$ cat src/rtl/ahb_cmd_master.sv
// ahb_cmd_master: turns simple command requests into single 32-bit AHB-Lite transfers
module ahb_cmd_master #(
  parameter logic [3:0] HPROT_VAL = 4'b0011,
  parameter bit         CHK_ALIGN = 1'b1
) (
  input  logic        clk,
  input  logic        resetn,
  input  logic        cmd_valid_i,
  output logic        cmd_ready_o,
  input  logic        cmd_write_i,
  input  logic [31:0] cmd_addr_i,
  input  logic [31:0] cmd_wdata_i,
  output logic        rsp_valid_o,
  output logic [31:0] rsp_rdata_o,
  output logic        rsp_err_o,
  output logic [31:0] ahb_m0_haddr_o,
  output logic        ahb_m0_hwrite_o,
  output logic [2:0]  ahb_m0_hsize_o,
  output logic [2:0]  ahb_m0_hburst_o,
  output logic [3:0]  ahb_m0_hprot_o,
  output logic [1:0]  ahb_m0_htrans_o,
  output logic        ahb_m0_hmastlock_o,
  output logic [31:0] ahb_m0_hwdata_o,
  input  logic        ahb_m0_hready_i,
  input  logic        ahb_m0_hresp_i,
  input  logic [31:0] ahb_m0_hrdata_i
);
  typedef enum logic [1:0] {S_IDLE, S_ADDR, S_DATA} state_t;
  localparam logic [1:0] HT_IDLE = 2'b00;
  localparam logic [1:0] HT_NONSEQ = 2'b10;
  state_t      state_q;
  logic [1:0]  htrans_q;
  logic [31:0] haddr_q;
  logic        hwrite_q;
  logic [31:0] wdata_q;
  logic [31:0] hwdata_q;
  logic        rsp_valid_q;
  logic        rsp_err_q;
  logic [31:0] rsp_rdata_q;
  logic        misaligned;
  assign misaligned = CHK_ALIGN && (cmd_addr_i[1:0] != 2'b00);
  assign cmd_ready_o = (state_q == S_IDLE);
  assign rsp_valid_o = rsp_valid_q;
  assign rsp_err_o = rsp_err_q;
  assign rsp_rdata_o = rsp_rdata_q;
  assign ahb_m0_haddr_o = haddr_q;
  assign ahb_m0_hwrite_o = hwrite_q;
  assign ahb_m0_hsize_o = 3'b010;
  assign ahb_m0_hburst_o = 3'b000;
  assign ahb_m0_hprot_o = HPROT_VAL;
  assign ahb_m0_htrans_o = htrans_q;
  assign ahb_m0_hmastlock_o = 1'b0;
  assign ahb_m0_hwdata_o = hwdata_q;
  // transfer sequencer: accept in IDLE, address phase in ADDR, data phase in DATA
  always_ff @(posedge clk or negedge resetn) begin
    if (!resetn) begin
      state_q     <= S_IDLE;
      htrans_q    <= HT_IDLE;
      haddr_q     <= '0;
      hwrite_q    <= 1'b0;
      wdata_q     <= '0;
      hwdata_q    <= '0;
      rsp_valid_q <= 1'b0;
      rsp_err_q   <= 1'b0;
      rsp_rdata_q <= '0;
    end else begin
      rsp_valid_q <= 1'b0;
      case (state_q)
        S_IDLE: if (cmd_valid_i) begin
          if (misaligned) begin
            rsp_valid_q <= 1'b1;
            rsp_err_q   <= 1'b1;
            rsp_rdata_q <= '0;
          end else begin
            haddr_q  <= cmd_addr_i;
            hwrite_q <= cmd_write_i;
            wdata_q  <= cmd_wdata_i;
            htrans_q <= HT_NONSEQ;
            state_q  <= S_ADDR;
          end
        end
        S_ADDR: if (ahb_m0_hready_i) begin
          htrans_q <= HT_IDLE;
          if (hwrite_q) hwdata_q <= wdata_q;
          state_q <= S_DATA;
        end
        S_DATA: if (ahb_m0_hready_i) begin
          rsp_valid_q <= 1'b1;
          rsp_err_q   <= ahb_m0_hresp_i;
          rsp_rdata_q <= hwrite_q ? 32'h0 : ahb_m0_hrdata_i;
          state_q     <= S_IDLE;
        end
        default: state_q <= S_IDLE;
      endcase
    end
  end
endmodule

$ cat config.mk
export PLATFORM = sky130hd
export DESIGN_NAME = ahb_cmd_master
export DESIGN_NICKNAME = d
export VERILOG_FILES = /design/src/rtl/ahb_cmd_master.sv
export SDC_FILE = /design/constraint.sdc
export NUM_CORES = 1
export LEC_CHECK = 0
export ABC_AREA = 1
export CORE_MARGIN = 2
export CORE_UTILIZATION = 50
export CTS_BUF_LIST = sky130_fd_sc_hd__clkbuf_8 sky130_fd_sc_hd__clkbuf_16
export DETAILED_ROUTE_END_ITERATION = 8
export DONT_BUFFER_PORTS = 1
export PLACE_DENSITY = 0.74
export SLEW_MARGIN = 30
export SYNTH_ARGS = -nofsm -noshare
export SYNTH_HDL_FRONTEND = slang
export SYNTH_SLANG_ARGS = --single-unit
$ cat constraint.sdc
create_clock -name clk -period 1.56 [get_ports clk]
set_input_delay 0.312 -clock clk [delete_from_list [all_inputs] [get_ports clk]]
set_output_delay 0.312 -clock clk [all_outputs]
set_load 0.01 [all_outputs]
# == Yosys cells after proc, flatten, opt, wreduce, memory -nomap -nowiden ==
# Cells that the tools add are included.
# word_totals
wordCells,47
ff_bits,135
output_inout_bits,113
# classes
eq_ne,7
muxes,21
bitwise_logic,1
n_reduce_logical,9
# ops
cell,n
$mux W32,4
$pmux W32 S2,1
$mux W2,6
$reduce_and A4 Y1,3
$ne A2 B2 Y1 const B,4
$mux W1,6
$pmux W2 S3,1
$reduce_and A3 Y1,2
$reduce_bool A2 Y1,3
$pmux W1 S2,2
$pmux W2 S2,1
$eq A2 B1 Y1 const B,1
$eq A2 B2 Y1 const B,1
$logic_not A2 Y1,1
$ne A2 B1 Y1 const B,1
$not A1 Y1,1

# == Logic depth before layout (Yosys ltp) ==
# Gate-level depths: netlist (run 1).
# logic_depth
depth_word,4
mapped_depth,7

# == Worst setup path after synthesis (run 1) ==
# OpenSTA, ideal clock, no wires.
# synth_path
path_kind,register -> register
startpoint,register state_q[0]
endpoint,"register hwrite_q, in the netlist ahb_m0_hwrite_o"
setup_time_ns,0.130
arrival_time_ns,1.210
period_less_slack_ns,1.340
path_slack_ns,0.220
stages_incl_launch_ff,7
n_path_buf,2
t_required_ns,1.430
path_cell_list,dfrtp_1 -> nor2_4 -> nand4_2 -> buf_4 -> buf_2 -> nand2_1 -> o21ai_0
# synth_via
elab_chain_len,2
# synth_lines
item,line,source
start: declaration,31,state_t state_q;
start signal: assignment,57,state_q <= S_IDLE;
start signal: assignment,79,state_q <= S_ADDR;
start signal: assignment,85,state_q <= S_DATA;
$logic_not A2 Y1,n/a,
via cmd_ready_o,9,"output logic cmd_ready_o,"
$reduce_and A3 Y1 (no line),n/a,
end signal: assignment,76,hwrite_q <= cmd_write_i;
end: declaration,34,logic hwrite_q;
# The timed path passes the listed nets, and every way through them passes these cells.
# A chain may end at the register's enable or synchronous reset.

# == Final worst setup path (run 1) ==
# layout_path
startpoint,register state_q[0]
endpoint,output cmd_ready_o
# layout_via
elab_chain_len,1
# layout_lines
item,line,source
$logic_not A2 Y1,42,assign cmd_ready_o = (state_q == S_IDLE);
end: declaration,9,
# No other way between the ends.

==> impl_metrics.py, run 1 <==
metrics = {
    "critical_path": {
        "worst_ep_arrival_time_ns": 1.20,
        "slowest_stage": "dfrtp_2",
        "worst_setup_path_end_kind": "primary output",
        "cp.buffers_inverters": 1,
        "critical_path.startpoint_type": "flip-flop",
        "critical_path.cell_chain": "nor2_4, buf_4",
        "critical_path_peak_fanout": 5,
        "cp.required_ns": 1.25,
        "criticalPathCategory": "reg2out",
        "critPathMaxStageDelay_ns": 0.46,
        "cpLargestDelayFamily": "flip-flops",
    },
    "yosys": {
        "synth_area_per_inst_sq_um": 8.54,
        "share_of_async_settable_or_async_resettable_flops_after_synthesis": 1.00,
        "synth_commonest_cells": "nand2_1 (172), inv_1 (136), dfrtp_1 (134)",
        "syn_area_sq_um": 5630,
        "netlist.area_leader.share": 0.596,
        "synth_edf_count": 0,
        "syn_warnings": 0,
        "syn-instance-count": 659,
        "most_used_flip_flop_cell_after_synthesis": "dfrtp_1",
        "synth.top_cells.by_area": "dfrtp_1 (60%), nand2_1 (11%), inv_1 (9.1%), o21ai_0 (6.7%), nand3_1 (3.0%)",
        "synth_most_common_cell": "nand2_1",
        "number_of_distinct_standard_cells_referenced_by_the_synthesized_netlist": 19,
        "synth.largest_area_cell": "dfrtp_1",
        "synth_seq_area_share": 0.596,
        "synth-seq-cells": 134,
    },
    "routing": {
        "number_of_drc_markers_after_the_initial_detailed_route_iteration": 331,
        "detailroute.via_count": 3945,
        "wl_per_cell_um": 13.9,
        "ant_nets": 0,
        "detail_route.vias_per_cell": 4.90,
        "remaining_drc_errors": 0,
        "drt-total-wl_mm": 11.2,
        "drt-pass1-iter-count": 4,
    },
    "floorplanning": {
        "fp.dieH_um": 110,
        "die_w_um": 110,
        "dieArea_sq_um": 12100,
        "core_area_sq_um": 10900,
        "io_pins": 215,
        "initial_core_util": 0.515,
        "placement_rows": 38,
    },
    "power": {
        "powerDensity_nw_per_um2": 1680,
        "power.net_switching_mw": 3.11,
        "power_switching_share": 0.296,
        "clock_power_share": 0.380,
        "fin_total_pwr_mw": 10.5,
        "power.ir.vdd_worst_mv": 0.887,
        "cell_internal_pwr_mw": 7.40,
        "power.sequential.fraction": 0.512,
        "comb_power_share": 0.109,
        "leakage_nw": 3.55,
    },
    "sta": {
        "hold_violations": 134,
        "final.setup_skew_ns": 0.00743,
        "tns_ns": 0,
        "final.min_clock_period_ns": 1.51,
        "max_clock_freq_mhz": 662,
        "worst_hold_slack_ns": -0.394,
        "worst_slew_margin_rel": 0.641,
        "period_share": 0.968,
        "setup_slack_ns": 0.0503,
        "timing.final.max_slew_violations": 0,
        "worst_slew_pin_slew_ns": 0.539,
        "final-setup-viol-count": 0,
    },
    "placement": {
        "place_congestion": 0.792,
        "numPortBuffers": 0,
        "detailed_placer_s_ending_hpwl_mm": 7.72,
        "dpl_worst_slack_ns": 0.137,
        "place_inst": 774,
    },
    "cells_and_area": {
        "antenna_cells_inserted": 0,
        "layout-drive-gt1-share": 0.0707,
        "areaGrowthSynthToFinish_pct": 11.4,
        "final_net_count": 755,
        "layout.cells.non_filler": 805,
    },
    "clocking": {
        "cts.root.buffer_cell": "clkbuf_16",
        "worst_setup_hold_path_clk_slew_ns": 0.06,
        "cts_tree": "built",
        "clock-sinks": 134,
        "clock_tree.htree_level_count": 4,
        "clock_path_buffers": 2,
        "clock_insertion_delay_worst_skew_ns": 0.40,
        "cts_post_setup_buffers_inserted": 0,
        "tritoncts.num_buffers": 17,
    },
    "min_path": {
        "hp-class": "in2async",
    },
    "run_status": {
        "status": "complete, but fails checks",
        "failed_checks": "hold timing",
    },
    "grt": {
        "grt_max_degree": 135,
        "grt.total_usage": 0.186,
        "grt_overflow": 0,
        "antenna_violations_before_repair": 0,
        "grt_first_pass_wirelength_mm": 17.4,
        "first_global_vias": 3701,
    },
    "flow_run": {
        "drv_cap": 0,
    },
}
-- final timing paths --
check / slack [ns] / end / startpoint / cells after the start
setup / recovery: 0.05 / cmd_ready_o / state_q[0]$_DFFE_PN0P_ / 2
hold / removal: -0.39 / rsp_rdata_o[25]$_DFFE_PN0P_ / resetn / 0
setup reg to reg: 0.16 / ahb_m0_hwdata_o[11]$_DFFE_PN0P_ / state_q[1]$_DFFE_PN0P_ / 4
hold reg to reg: 0.48 / wdata_q[16]$_DFFE_PN0P_ / wdata_q[16]$_DFFE_PN0P_ / 2
max in group asynchronous: 1.82 / state_q[0]$_DFFE_PN0P_ / resetn / 0
min in group clk: 0.04 / ahb_m0_haddr_o[29]$_DFFE_PN0P_ / cmd_addr_i[29] / 2
-- logic make-up (layout without fill, tap and decap cells) --
group | Yosys count | count (layout) | synth area share
other | 2 | 12 | 0.00133
buffers and inverters | 180 | 176 | 0.137
and+or+nand+nor | 245 | 245 | 0.179
AOI/OAI and AO/OA | 98 | 98 | 0.0871
DFF | 134 | 134 | 0.596
-- flip-flops by register name, indices dropped and copies added (netlist names) --
name             flops
ahb_m0_haddr_o      32
ahb_m0_hwdata_o     32
rsp_rdata_o         32
wdata_q             32
state_q              2
ahb_m0_htrans_o      1
ahb_m0_hwrite_o      1
rsp_err_o            1
rsp_valid_o          1
-- repair_timing --
item	CTS	global route
setup endpoints to repair	0	6
gates resized for setup	0	2
endpoints found under the hold margin	134	134
-- per-stage QoR --
| step | util | cell area [sq um] |
|---|---|---|
| floorplan | - | 5670 |
| global placement | 0.518 | 5670 |
| detailed placement | 0.518 | 5670 |
| CTS | 0.573 | 6270 |
| global route | 0.574 | 6270 |
| finish | 0.574 | 6270 |
-- per-layer routing --
layer / vias up / global-route usage / part of all wire
met3: 21 / 0.0770 / 0.088
met1: 1809 / 0.217 / 0.41
met2: 172 / 0.298 / 0.48
met4: 0 / 0.0902 / 0.024
li1: 1943 / - / -
met5: - / 0 / 0
-- cell usage in the layout, fill, tap and decap left out, types with 4 or more instances in the layout --
master,synthesis,layout
inv_1,136,137
nand3_1,34,34
dfrtp_1,134,133
nand2_1,172,172
conb_1,2,12
o21ai_0,75,75
clkinv_4,0,4
buf_4,16,7
o21ai_1,22,22
nor2_1,32,32
clkbuf_16,0,17
-- power by group through the flow --
stage	registers, mW	logic [mW]	clock network, mW
after floorplan	5.20	0.996	0
after global placement	5.42	1.08	0
after detailed placement	5.44	1.17	0
after CTS	5.40	1.17	4.07
after global routing	5.50	1.38	4.23
final	5.38	1.14	3.99
-- cell type report --
class / instances / area [sq um]
Clock buffer: 18 / 439
Clock inverter: 13 / 159
Fill cell: 960 / 4660
Inverter: 136 / 510
Multi-Input combinational cell: 355 / 1550
Sequential cell: 134 / 3350
Tap cell: 140 / 175
Timing Repair Buffer: 9 / 83.8
No activity file was read; power rests on OpenSTA's default activity.
==> inputs of run 2 (changes only) <==
--- a/config.mk
+++ b/config.mk
@@ -11,7 +11,9 @@
 export CTS_BUF_LIST = sky130_fd_sc_hd__clkbuf_8 sky130_fd_sc_hd__clkbuf_16
 export DETAILED_ROUTE_END_ITERATION = 8
 export DONT_BUFFER_PORTS = 1
+export HOLD_SLACK_MARGIN = 0.1
 export PLACE_DENSITY = 0.74
+export SETUP_SLACK_MARGIN = 0.05
 export SLEW_MARGIN = 30
 export SYNTH_ARGS = -nofsm -noshare
 export SYNTH_HDL_FRONTEND = slang
==> run 2 against run 1 <==
Compared with the run above: the flow still finishes with violations (hold timing); non-clock buffer count increased by 66; sequential power about the same; routed wire length increased by 13%; first-iteration DRC count increased by 23%; utilization increased by 6.2 points; critical path type unchanged; largest cell class unchanged; largest power group unchanged.
==> impl_metrics.py, run 2 (synthesis gave the netlist of run 1 again) <==
metrics = {
    "placement": {
        "detailed_placer_s_ending_hpwl_mm": 7.72,
        "numPortBuffers": 0,
        "place_congestion": 0.792,
        "post_placement_cell_area_sq_um": 5670,
        "dpl_worst_slack_ns": 0.137,
    },
    "floorplanning": {
        "dieArea_sq_um": 12100,
        "die_w_um": 110,
        "core_area_sq_um": 10900,
        "io_pins": 215,
        "initial_core_util": 0.515,
        "placement_rows": 38,
        "fp.dieH_um": 110,
    },
    "clocking": {
        "cts_tree": "built",
        "clock_path_buffers": 2,
        "cts.root.buffer_cell": "clkbuf_16",
        "worst_setup_hold_path_clk_slew_ns": 0.06,
        "clock-sinks": 134,
        "tritoncts.num_buffers": 17,
        "clock_insertion_delay_worst_skew_ns": 0.40,
        "clock_tree.htree_level_count": 4,
        "ctsHoldBuffers": 66,
    },
    "critical_path": {
        "cp.required_ns": 1.25,
        "cp-endpoint": "cmd_ready_o",
        "worstRegToRegCells": 5,
        "worst_setup_path_startpoint": "state_q[0]$_DFFE_PN0P_",
        "r2r-end": "ahb_m0_hwdata_o[12]$_DFFE_PN0P_",
        "regToRegStartpoint": "state_q[1]$_DFFE_PN0P_",
        "criticalPathCategory": "reg2out",
        "worst_ep_arrival_time_ns": 1.18,
        "critical_path_peak_fanout": 5,
        "reg2reg_setup_slack_ns": 0.13,
        "critical_path.startpoint_type": "flip-flop",
        "worst_setup_path_end_kind": "primary output",
    },
    "routing": {
        "remaining_drc_errors": 0,
        "drt-total-wl_mm": 12.6,
        "detail_route.vias_per_cell": 4.89,
        "drt-pass1-iter-count": 5,
        "wl_per_cell_um": 14.4,
        "number_of_drc_markers_after_the_initial_detailed_route_iteration": 408,
        "detailroute.via_count": 4260,
        "ant_nets": 0,
    },
    "sta": {
        "rsz0062_at_grt": "true",
        "timing.final.max_slew_violations": 0,
        "period_share": 0.954,
        "tns_ns": 0,
        "worst_hold_slack_ns": -0.395,
        "max_clock_freq_mhz": 672,
        "hold_violations": 134,
        "final.setup_skew_ns": 0.00613,
        "setup_slack_ns": 0.0724,
        "final.min_clock_period_ns": 1.49,
        "final-setup-viol-count": 0,
    },
    "cells_and_area": {
        "mostFrequentLayoutCells": "nand2_1 (172), inv_1 (137), dfrtp_1 (133), o21ai_0 (75), dlygate4sd3_1 (66)",
        "layout.cells.most_common": "nand2_1",
        "final_net_count": 821,
        "stdcell_area_sq_um": 6950,
        "areaGrowthSynthToFinish_pct": 23.4,
        "final_core_occ": 0.635,
        "layout-drive-gt1-share": 0.0643,
        "antenna_cells_inserted": 0,
    },
    "power": {
        "powerDensity_nw_per_um2": 1540,
        "leakage_nw": 3.83,
        "power.ir.vdd_worst_mv": 0.888,
    },
    "grt": {
        "first_global_vias": 4102,
        "grt_max_degree": 135,
        "antenna_violations_before_repair": 0,
        "grt_overflow": 0,
        "grt_first_pass_wirelength_mm": 19.5,
        "grt.total_usage": 0.210,
    },
    "run_status": {
        "status": "complete, but fails checks",
        "failed_checks": "hold timing",
    },
    "min_path": {
        "hp-class": "in2async",
    },
    "flow_run": {
        "drv_cap": 0,
    },
}
==> run 2: stage by stage <==
| stage | instances | total power, mW |
|---|---|---|
| finish | 871 | 10.7 |
| global placement | 774 | 6.50 |
| CTS | 871 | 10.8 |
| detailed placement | 774 | 6.61 |
| floorplan | 669 | 6.20 |
| global route | 871 | 11.3 |
==> run 2: how the worst min path moves through the flow <==
stage,from,endpoint,slack (ns),cells after the start
after detailed placement,resetn,rsp_rdata_o[25]$_DFFE_PN0P_,0.02,0
after CTS,resetn,rsp_rdata_o[25]$_DFFE_PN0P_,-0.41,0
after global placement,resetn,ahb_m0_hwdata_o[15]$_DFFE_PN0P_,0.02,0
after floorplan,resetn,ahb_m0_haddr_o[0]$_DFFE_PN0P_,0.02,0
after global routing,resetn,ahb_m0_hwdata_o[17]$_DFFE_PN0P_,-0.42,0
final,resetn,rsp_rdata_o[25]$_DFFE_PN0P_,-0.40,0
==> run 2: timing repair <==
item,CTS,global route
setup buffers,0,0
endpoints found under the hold margin,200,134
pin swaps,0,1
setup endpoints to repair,1,31
resized for setup,1,4
==> run 2: cell type report <==
type,count,area (sq um)
fillers,857,3990
flip-flops and latches,134,3350
multi-input cells,355,1560
repair buffers,75,752
inverters,136,510
clock buffers,18,439
well taps,140,175
clock inverters,13,159
==> run 2: layer usage <==
layer / up-vias / track usage / routed length (um)
met3: 21 / 0.0735 / 1010
met1: 1985 / 0.242 / 4930
met5: - / 0 / 0
li1: 2074 / - / -
met4: 0 / 0.0946 / 248
met2: 180 / 0.352 / 6390
==> run 2: where the power goes <==
| part | internal (mW) | switching, mW | leakage (nW) |
|---|---|---|---|
| Clock | 2.54 | 1.46 | 0.293 |
| Combinational | 0.586 | 0.739 | 1.79 |
| Sequential | 4.38 | 1.01 | 1.74 |
| Total | 7.51 | 3.21 | 3.83 |
==> run 2: worst max-delay path: stages (launching register included) <==
cell	delay, ns
dfrtp_2	0.47
nor2_4	0.17
buf_6	0.14
==> inputs of run 3 (changes only) <==
--- a/config.mk
+++ b/config.mk
@@ -5,7 +5,6 @@
 export SDC_FILE = /design/constraint.sdc
 export NUM_CORES = 1
 export LEC_CHECK = 0
-export ABC_AREA = 1
 export CORE_MARGIN = 2
 export CORE_UTILIZATION = 50
 export CTS_BUF_LIST = sky130_fd_sc_hd__clkbuf_8 sky130_fd_sc_hd__clkbuf_16
==> run 3 against run 2 <==
Compared with the run above: the flow still finishes with violations (hold timing); via count down 13%; clock skew up 0.00065 ns; clock-buffer cell count up 3; sequential power up 7.4%; fmax up 0.54%; final cell count down 23%; synthesized cell count down 36%; utilization up 3.3 points; largest cell class unchanged.
==> impl_metrics.py, run 3 <==
metrics = {
    "clocking": {
        "clock_insertion_delay_worst_skew_ns": 0.51,
        "tritoncts.num_buffers": 17,
        "clock_tree.htree_level_count": 4,
        "cts_tree": "built",
        "ctsHoldBuffers": 97,
        "worst_setup_hold_path_clk_slew_ns": 0.05,
        "cts.root.buffer_cell": "clkbuf_8",
        "clock-sinks": 134,
        "clock_path_buffers": 2,
    },
    "power": {
        "power.net_switching_mw": 3.12,
        "power.sequential.fraction": 0.524,
        "power.ir.vdd_worst_mv": 1.09,
        "clock_power_share": 0.319,
        "comb_power_share": 0.157,
        "fin_total_pwr_mw": 11.0,
        "cell_internal_pwr_mw": 7.93,
        "leakage_nw": 3.36,
        "power_switching_share": 0.282,
        "powerDensity_nw_per_um2": 1530,
    },
    "floorplanning": {
        "initial_core_util": 0.514,
        "io_pins": 215,
        "die_w_um": 110,
        "core_area_sq_um": 10800,
        "placement_rows": 38,
        "fp.dieH_um": 110,
        "dieArea_sq_um": 12000,
    },
    "critical_path": {
        "worst_ep_arrival_time_ns": 1.17,
        "regToRegStartpoint": "state_q[1]$_DFFE_PN0P_",
        "criticalPathCategory": "reg2out",
        "worstRegToRegCells": 4,
        "r2r-end": "ahb_m0_hwdata_o[21]$_DFFE_PN0P_",
        "cp.required_ns": 1.25,
        "cp-endpoint": "cmd_ready_o",
        "critical_path.startpoint_type": "flip-flop",
        "worst_setup_path_end_kind": "primary output",
        "reg2reg_setup_slack_ns": 0.12,
        "worst_setup_path_startpoint": "state_q[1]$_DFFE_PN0P_",
        "critical_path_peak_fanout": 2,
    },
    "sta": {
        "hold_violations": 134,
        "final.setup_skew_ns": 0.00678,
        "max_clock_freq_mhz": 676,
        "timing.final.max_slew_violations": 0,
        "final-setup-viol-count": 0,
        "tns_ns": 0,
        "worst_hold_slack_ns": -0.503,
        "rsz0062_at_grt": "true",
        "final.min_clock_period_ns": 1.48,
        "period_share": 0.948,
    },
    "yosys": {
        "most_used_flip_flop_cell_after_synthesis": "dfrtp_1",
        "number_of_distinct_standard_cells_referenced_by_the_synthesized_netlist": 24,
        "synth-seq-cells": 134,
        "synth_most_common_cell": "dfrtp_1",
        "synth_area_per_inst_sq_um": 13.2,
        "synth.top_cells.by_area": "dfrtp_1 (60%), mux2_2 (14%), mux2_4 (7.0%), nand2_1 (4.5%), o211ai_1 (4.3%)",
        "synth.largest_area_cell": "dfrtp_1",
        "synth_edf_count": 0,
        "synth_seq_area_share": 0.602,
        "share_of_async_settable_or_async_resettable_flops_after_synthesis": 1.00,
        "syn_area_sq_um": 5570,
        "synth_commonest_cells": "dfrtp_1 (134), mux2_2 (69), nand2_1 (67)",
        "netlist.area_leader.share": 0.602,
        "syn_warnings": 0,
        "syn-instance-count": 423,
    },
    "run_status": {
        "failed_checks": "hold timing",
        "status": "complete, but fails checks",
    },
    "placement": {
        "place_congestion": 0.797,
        "detailed_placer_s_ending_hpwl_mm": 7.73,
        "numPortBuffers": 0,
    },
    "cells_and_area": {
        "antenna_cells_inserted": 0,
        "ff_latch_area_sq_um": 3360,
        "fillers": 757,
        "layout.cells.most_common": "dfrtp_1",
        "final_net_count": 624,
        "multi_input_comb_area_sq_um": 2020,
        "mostFrequentLayoutCells": "dfrtp_1 (132), dlygate4sd3_1 (97), mux2_2 (69), nand2_1 (67)",
        "areaGrowthSynthToFinish_pct": 29.9,
        "layout-drive-gt1-share": 0.269,
    },
    "routing": {
        "detailroute.via_count": 3707,
        "ant_nets": 0,
        "detail_route.vias_per_cell": 5.52,
        "wl_per_cell_um": 19.2,
        "drt-pass1-iter-count": 4,
        "number_of_drc_markers_after_the_initial_detailed_route_iteration": 239,
        "drt-total-wl_mm": 12.9,
        "remaining_drc_errors": 0,
    },
    "grt": {
        "first_global_vias": 3925,
        "antenna_violations_before_repair": 0,
        "grt_max_degree": 135,
        "grt.total_usage": 0.224,
        "grt_overflow": 0,
        "grt_first_pass_wirelength_mm": 20.2,
    },
    "min_path": {
        "hp-class": "in2async",
    },
    "flow_run": {
        "drv_cap": 0,
    },
}
[run 3: cell type report]
type,count,share of cell area
Clock inverter,7,0.00795
Timing Repair Buffer,112,0.160
Clock buffer,21,0.0648
Multi-Input combinational cell,257,0.279
Sequential cell,134,0.463
Tap cell,140,0.0242
[run 3: power by group through the flow]
| stage | Sequential [mW] | Combinational (mW) | Clock, mW |
|---|---|---|---|
| 2_1_floorplan | 5.52 | 1.31 | 0 |
| 5_1_grt | 5.94 | 1.89 | 3.80 |
| 3_5_place_dp | 5.83 | 1.49 | 0 |
| 4_1_cts | 5.78 | 1.72 | 3.58 |
| 6_report | 5.79 | 1.73 | 3.52 |
| 3_3_place_gp | 5.78 | 1.39 | 0 |
[run 3: critical path: stages (launching register included)]
cell and delay [ns]:
dfrtp_2 0.42, nor2_4 0.12, buf_6 0.12
[run 3: timing repair]
action | in CTS | in global routing
pin swaps | 1 | 0
gates resized for setup | 3 | 0
hold endpoints to repair | 233 | 134
endpoints found under the setup margin | 1 | 1
buffers inserted | 3 | 0
[run 3: worst min-delay path by stage]
stage,from,to
after floorplan,resetn,ahb_m0_haddr_o[0]$_DFFE_PN0P_
after global placement,resetn,wdata_q[25]$_DFFE_PN0P_
after detailed placement,resetn,wdata_q[25]$_DFFE_PN0P_
after global routing,resetn,wdata_q[25]$_DFFE_PN0P_
final,resetn,wdata_q[25]$_DFFE_PN0P_
after CTS,resetn,ahb_m0_hwdata_o[13]$_DFFE_PN0P_
[run 3: per-layer routing]
layer  routed length, um  track usage
met1                4850        0.260
met2                6550        0.375
met3                1210       0.0865
met4                 276       0.0895
met5                   0            0
[run 3: cell families (layout without fill, tap and decap cells)]
family / count (synthesis) / in the layout / share of synthesized area
other: 2 / 12 / 0.00135
flip-flops: 134 / 134 / 0.602
AND/OR/NAND/NOR: 112 / 112 / 0.0925
AO/OA/AOI/OAI: 38 / 38 / 0.0489
multiplexers: 95 / 95 / 0.209
buffers and inverters: 42 / 140 / 0.0462
[run 3: per-stage QoR]
step / std cells / instance area (sq um) / setup WS [ns] / utilization
2_1_floorplan: 433 / 5610 / 0.147 / -
3_3_place_gp: 543 / 5720 / 0.187 / 0.527
3_5_place_dp: 543 / 5720 / 0.135 / 0.527
4_1_cts: 671 / 7240 / 0.0527 / 0.668
5_1_grt: 671 / 7240 / 0.0249 / 0.668
6_report: 671 / 7240 / 0.0804 / 0.668
